### config.mk
export PLATFORM = sky130hd
export DESIGN_NAME = reg_bank8
export DESIGN_NICKNAME = d
export VERILOG_FILES = /design/src/rtl/reg_bank8.sv
export SDC_FILE = /design/constraint.sdc
export NUM_CORES = 1
export LEC_CHECK = 0
export ABC_AREA = 1
export CELL_PAD_IN_SITES_DETAIL_PLACEMENT = 1
export CELL_PAD_IN_SITES_GLOBAL_PLACEMENT = 1
export CORE_ASPECT_RATIO = 1.75
export CORE_MARGIN = 2
export CORE_UTILIZATION = 33
export DETAILED_ROUTE_END_ITERATION = 12
export PLACE_DENSITY = 0.84
export SLEW_MARGIN = 20
export SYNTH_ARGS = -nofsm -noshare
export SYNTH_HDL_FRONTEND = slang
export SYNTH_SLANG_ARGS = --single-unit
export TNS_END_PERCENT = 10
### constraint.sdc
create_clock -name clk -period 2.1 [get_ports clk]
set_input_delay 0.315 -clock clk [delete_from_list [all_inputs] [get_ports clk]]
set_output_delay 0.315 -clock clk [all_outputs]
set_load 0.01 [all_outputs]
### src/rtl/reg_bank8.sv
// reg_bank8: eight 64-bit flop-based registers with byte-enabled writes,
// per-register valid bits and a saturating accepted-write counter.
// One register (ZERO_REG) can be hardwired to zero; ZERO_REG >= 8 disables it.
//
// Ports:
//   clk        sole clock, rising edge
//   reset      synchronous active-high reset (wins over every other input)
//   wr_en      write request this cycle
//   wr_addr    destination register 0-7
//   wr_data    64-bit write data
//   wr_be      byte enables, bit k covers wr_data[8k+7:8k]
//   clr_valid  clear all valid bits at the next edge
//   regs       packed register contents, regs[n] = register n (straight from flops)
//   valid      bit n set = register n written since last reset/clear
//   wr_count   accepted writes since reset, saturating at 16'hFFFF
module reg_bank8 #(
  parameter int unsigned ZERO_REG = 7
) (
  input  logic              clk,
  input  logic              reset,
  input  logic              wr_en,
  input  logic [2:0]        wr_addr,
  input  logic [63:0]       wr_data,
  input  logic [7:0]        wr_be,
  input  logic              clr_valid,
  output logic [7:0][63:0]  regs,
  output logic [7:0]        valid,
  output logic [15:0]       wr_count
);

  logic        wr_accept;
  logic [7:0]  addr_onehot;
  logic [7:0]  valid_d,    valid_q;
  logic [15:0] wr_count_d, wr_count_q;

  // A ZERO_REG of 8 or more never matches a 3-bit address, so the
  // zero register is disabled without a separate check.
  always_comb begin
    wr_accept = wr_en && (wr_be != 8'h00) && (32'(wr_addr) != ZERO_REG);
  end

  always_comb begin
    addr_onehot = 8'h00;
    addr_onehot[wr_addr] = 1'b1;
  end

  genvar gi;
  generate
    for (gi = 0; gi < 8; gi = gi + 1) begin : g_reg
      if (gi == ZERO_REG) begin : g_zero
        // No storage: this register reads zero forever.
        assign regs[gi] = 64'h0;
      end else begin : g_store
        logic [63:0] reg_d, reg_q;

        always_comb begin
          reg_d = reg_q;
          if (wr_accept && addr_onehot[gi]) begin
            for (int b = 0; b < 8; b++) begin
              if (wr_be[b]) begin
                reg_d[8*b +: 8] = wr_data[8*b +: 8];
              end
            end
          end
        end

        always_ff @(posedge clk) begin
          if (reset) begin
            reg_q <= 64'h0;
          end else begin
            reg_q <= reg_d;
          end
        end

        assign regs[gi] = reg_q;
      end
    end
  endgenerate

  // Clear first, then set: a write in the same cycle as clr_valid survives.
  always_comb begin
    valid_d = clr_valid ? 8'h00 : valid_q;
    if (wr_accept) begin
      valid_d = valid_d | addr_onehot;
    end
  end

  always_comb begin
    wr_count_d = wr_count_q;
    if (wr_accept && (wr_count_q != 16'hFFFF)) begin
      wr_count_d = wr_count_q + 16'd1;
    end
  end

  always_ff @(posedge clk) begin
    if (reset) begin
      valid_q    <= 8'h00;
      wr_count_q <= 16'h0000;
    end else begin
      valid_q    <= valid_d;
      wr_count_q <= wr_count_d;
    end
  end

  assign valid    = valid_q;
  assign wr_count = wr_count_q;

endmodule
==> summary.md <==
| Metric | Value |
|---|---|
| Worst reg2reg endpoint | `wr_count[9]$_SDFFE_PP0P_` |
| Yosys reg bits | `472` |
| Critical path depth in cells | `1` |
| Syn. warnings | `0` |
| Status | `completed` |
| Htree depth | `2` |
| Chip width | `184.5 µm` |
| Worst-path fanout max | `2` |
| DRC | `0` |
| Endpoints failing setup | `0` |
| Clock Sinks | `472` |
| I/O pin count | `615` |
| First-pass GRT wire length | `131900 µm` |
| Avg WL per Cell | `23.82 µm` |
| Synth Flop Type | `dfxtp_1` |
| Crit path from | `g_reg[1].g_store.reg_q[39]$_SDFFE_PP0P_` |
| Worst slew margin | `54.48%` |
| Post-CTS setup buffers | `0` |
| Largest area contributor in the netlist | `dfxtp_1` |
| Post-DRT Antenna Nets | `0` |
| Synth area leaders | `dfxtp_1, nand4_1, a21oi_1` |
| Total GRT Usage | `28.86%` |
| Final #Nets | `2996` |
| Mapped Cells | `2334` |
| Initial core utilization | `33.46%` |
| Most numerous cell in the Yosys netlist | `nand2_1` |
| Initial antenna violation count | `2` |
| Post-synth top cells | `nand2_1, dfxtp_1, a21oi_1, nand4_1, clkbuf_1` |
| Starting DRT DRC Count | `1217` |
| Setup TNS | `0 ps` |
| Critical Path End Type | `output pin` |
| Fin util | `48.48%` |
| Core ar. | `56260 µm²` |
| Largest net degree at the start of global routing | `81` |
| Final Skew | `2.553 ps` |
| RSZ-0062 raised after global routing | `false` |
| Hold Path Class | `primary input to flop` |
| Hold path depth | `2` |
| Ys async rst share | `0%` |
| CP Class | `flop to output pin` |
| Leak pwr | `0.008875 µW` |
| Row Count | `115` |
| Area Overhead vs Synth | `44.89%` |
| Final wirelength | `88330 µm` |
| Peak supply drop | `0.7004 mV` |
| Syn_area_per_cell | `8.065 µm²` |
| Gr ovfl total | `0` |
| CTS tree | `built` |
| PostCTS Resize Cnt | `0` |
| Seq/Total Area, Yosys | `50.20%` |
| Worst R2R Setup Slack | `220 ps` |
| Power Total | `19390 µW` |
| Die height | `319.9 µm` |
| Hold Path End | `g_reg[1].g_store.reg_q[53]$_SDFFE_PP0P_` |
| Power Density | `710.9 nW/µm²` |
| Reg2Reg Depth | `10` |
| Clock buffer depth | `3` |
| DRT Pass-1 Iters | `5` |
| CP cell instances | `clkdlybuf4s50_1` |
| Crit Reg-Reg Startpoint | `wr_count[0]$_SDFFE_PP0P_` |
| Die area | `59040 µm²` |
| Via count | `21.09k` |
| Hold Buf Count CTS | `0` |
| Maxcap violations | `0` |
| Layout cells sized above 1 | `9.908%` |
| Buf/Inv on CP | `1` |
| Post-synth top area share | `50.20%` |
| Worst EP arrival | `1680 ps` |
| Synth cell types | `21` |
| Fmax | `0.5007 GHz` |
| Final min period | `1997 ps` |
| Critical Path RT | `1780 ps` |
| WHS | `151.9 ps` |
| Critical-path cell with the highest stage delay | `clkdlybuf4s50_1` |
| GPL Wtd Cong | `0.8970` |
| Number of synthesized flops with an enable pin | `0` |
| CP max stage delay | `610 ps` |
| DP Wirelength | `63650 µm` |
| Worst slew pin tran | `682.8 ps` |
| Final worst-path cycle share | `95.11%` |
| I/O Buffers | `550` |
| Layout filler cell count | `6621` |
| Vias per inst | `5.687` |
| Root Driver | `clkbuf_16` |
| Largest delay share family, worst path | `buffers and inverters` |
| Skew-Pair Late Insertion Delay | `570 ps` |
| Max Slew Vio Count | `0` |
| Clock transition at path regs | `60 ps` |
| Cell Area, Synth | `18820 µm²` |
| Worst setup SP type | `flop` |
| Clock buffer count from CTS | `46` |
| Hold_sp | `reset` |
| Vias in the first global route | `21.92k` |
| Hold Vio Cnt, Final | `0` |
[registers in the layout (all words and copies together), names as in the netlist]
name,cells
wr_count,16
g.g_store.reg_q,448
valid,8
[per-stage QoR]
step / worst slack (ps) / instance area [µm²] / cells
floorplan: 471.2 / 19060 / 2397
global placement: -139.6 / 25820 / 3628
detailed placement: -191.6 / 25820 / 3628
CTS: 67.41 / 27270 / 3707
global route: 31.63 / 27270 / 3708
finish: 102.8 / 27270 / 3708
[placed cells by master (no fill, tap or decap), types with 3 or more instances in the layout]
cell type        Yosys  routed
nand3_2              4       4
nand3_1             63      63
nor2_4               1       7
clkbuf_1            88      10
nand2_1            526     526
conb_1               1      64
xnor2_1              4       4
clkinv_2             0       7
buf_2               49       8
dfxtp_1            472     472
buf_4               66     175
inv_1               17      17
clkbuf_16            0      47
xor2_1               3       3
clkdlybuf4s50_1      0     541
a21oi_1            468     468
inv_6                0       5
buf_12               0      26
clkbuf_8             0       6
nand4_1            454     454
nor2_1              30      30
[per-layer routing]
layer,up-vias,routed length (µm),track usage [%]
met2,1041,43860,49.82
met3,371,6532,6.240
li1,9360,-,-
met5,-,8,0
met1,10310,30810,30.36
met4,2,7117,21.87
[power breakdown]
group	internal [µW]	switching (µW)	leakage, µW
Clock	4580	3740	0.000717
Combinational	666	1260	0.00435
Sequential	9060	86.1	0.00381
Total	14300	5080	0.00888
[layout make-up]
| cell class | instances | area, µm² | area share (%) |
|---|---|---|---|
| well taps | 760 | 950.9 | 3.487 |
| multi-input cells | 1628 | 8050 | 29.52 |
| repair buffers | 751 | 7305 | 26.78 |
| clock buffers | 63 | 1296 | 4.753 |
| clock inverters | 16 | 155.1 | 0.5689 |
| flip-flops and latches | 472 | 9449 | 34.65 |
| diodes | 1 | 2.502 | 0.009176 |
| inverters | 17 | 63.81 | 0.2340 |
[logic make-up after synthesis]
kind of cell	count (synthesis)	synth area share, %
xor gates and xnor gates	7	0.3257
other	1	0.01992
DFF	472	50.20
adders and majority gates	1	0.06646
AOI/OAI and AO/OA	470	12.50
buffers and inverters	297	8.482
and+or+nand+nor	1086	28.41
[how the worst max path moves through the flow]
stage / to / slack (ps)
5_1_grt: regs[103] / 30
3_5_place_dp: g_reg[1].g_store.reg_q[48]$_SDFFE_PP0P_ / -190
2_1_floorplan: wr_count[13]$_SDFFE_PP0P_ / 470
3_3_place_gp: g_reg[4].g_store.reg_q[2]$_SDFFE_PP0P_ / -140
6_report: regs[103] / 100
4_1_cts: regs[103] / 70
No activity file was read; power rests on OpenSTA's default activity.
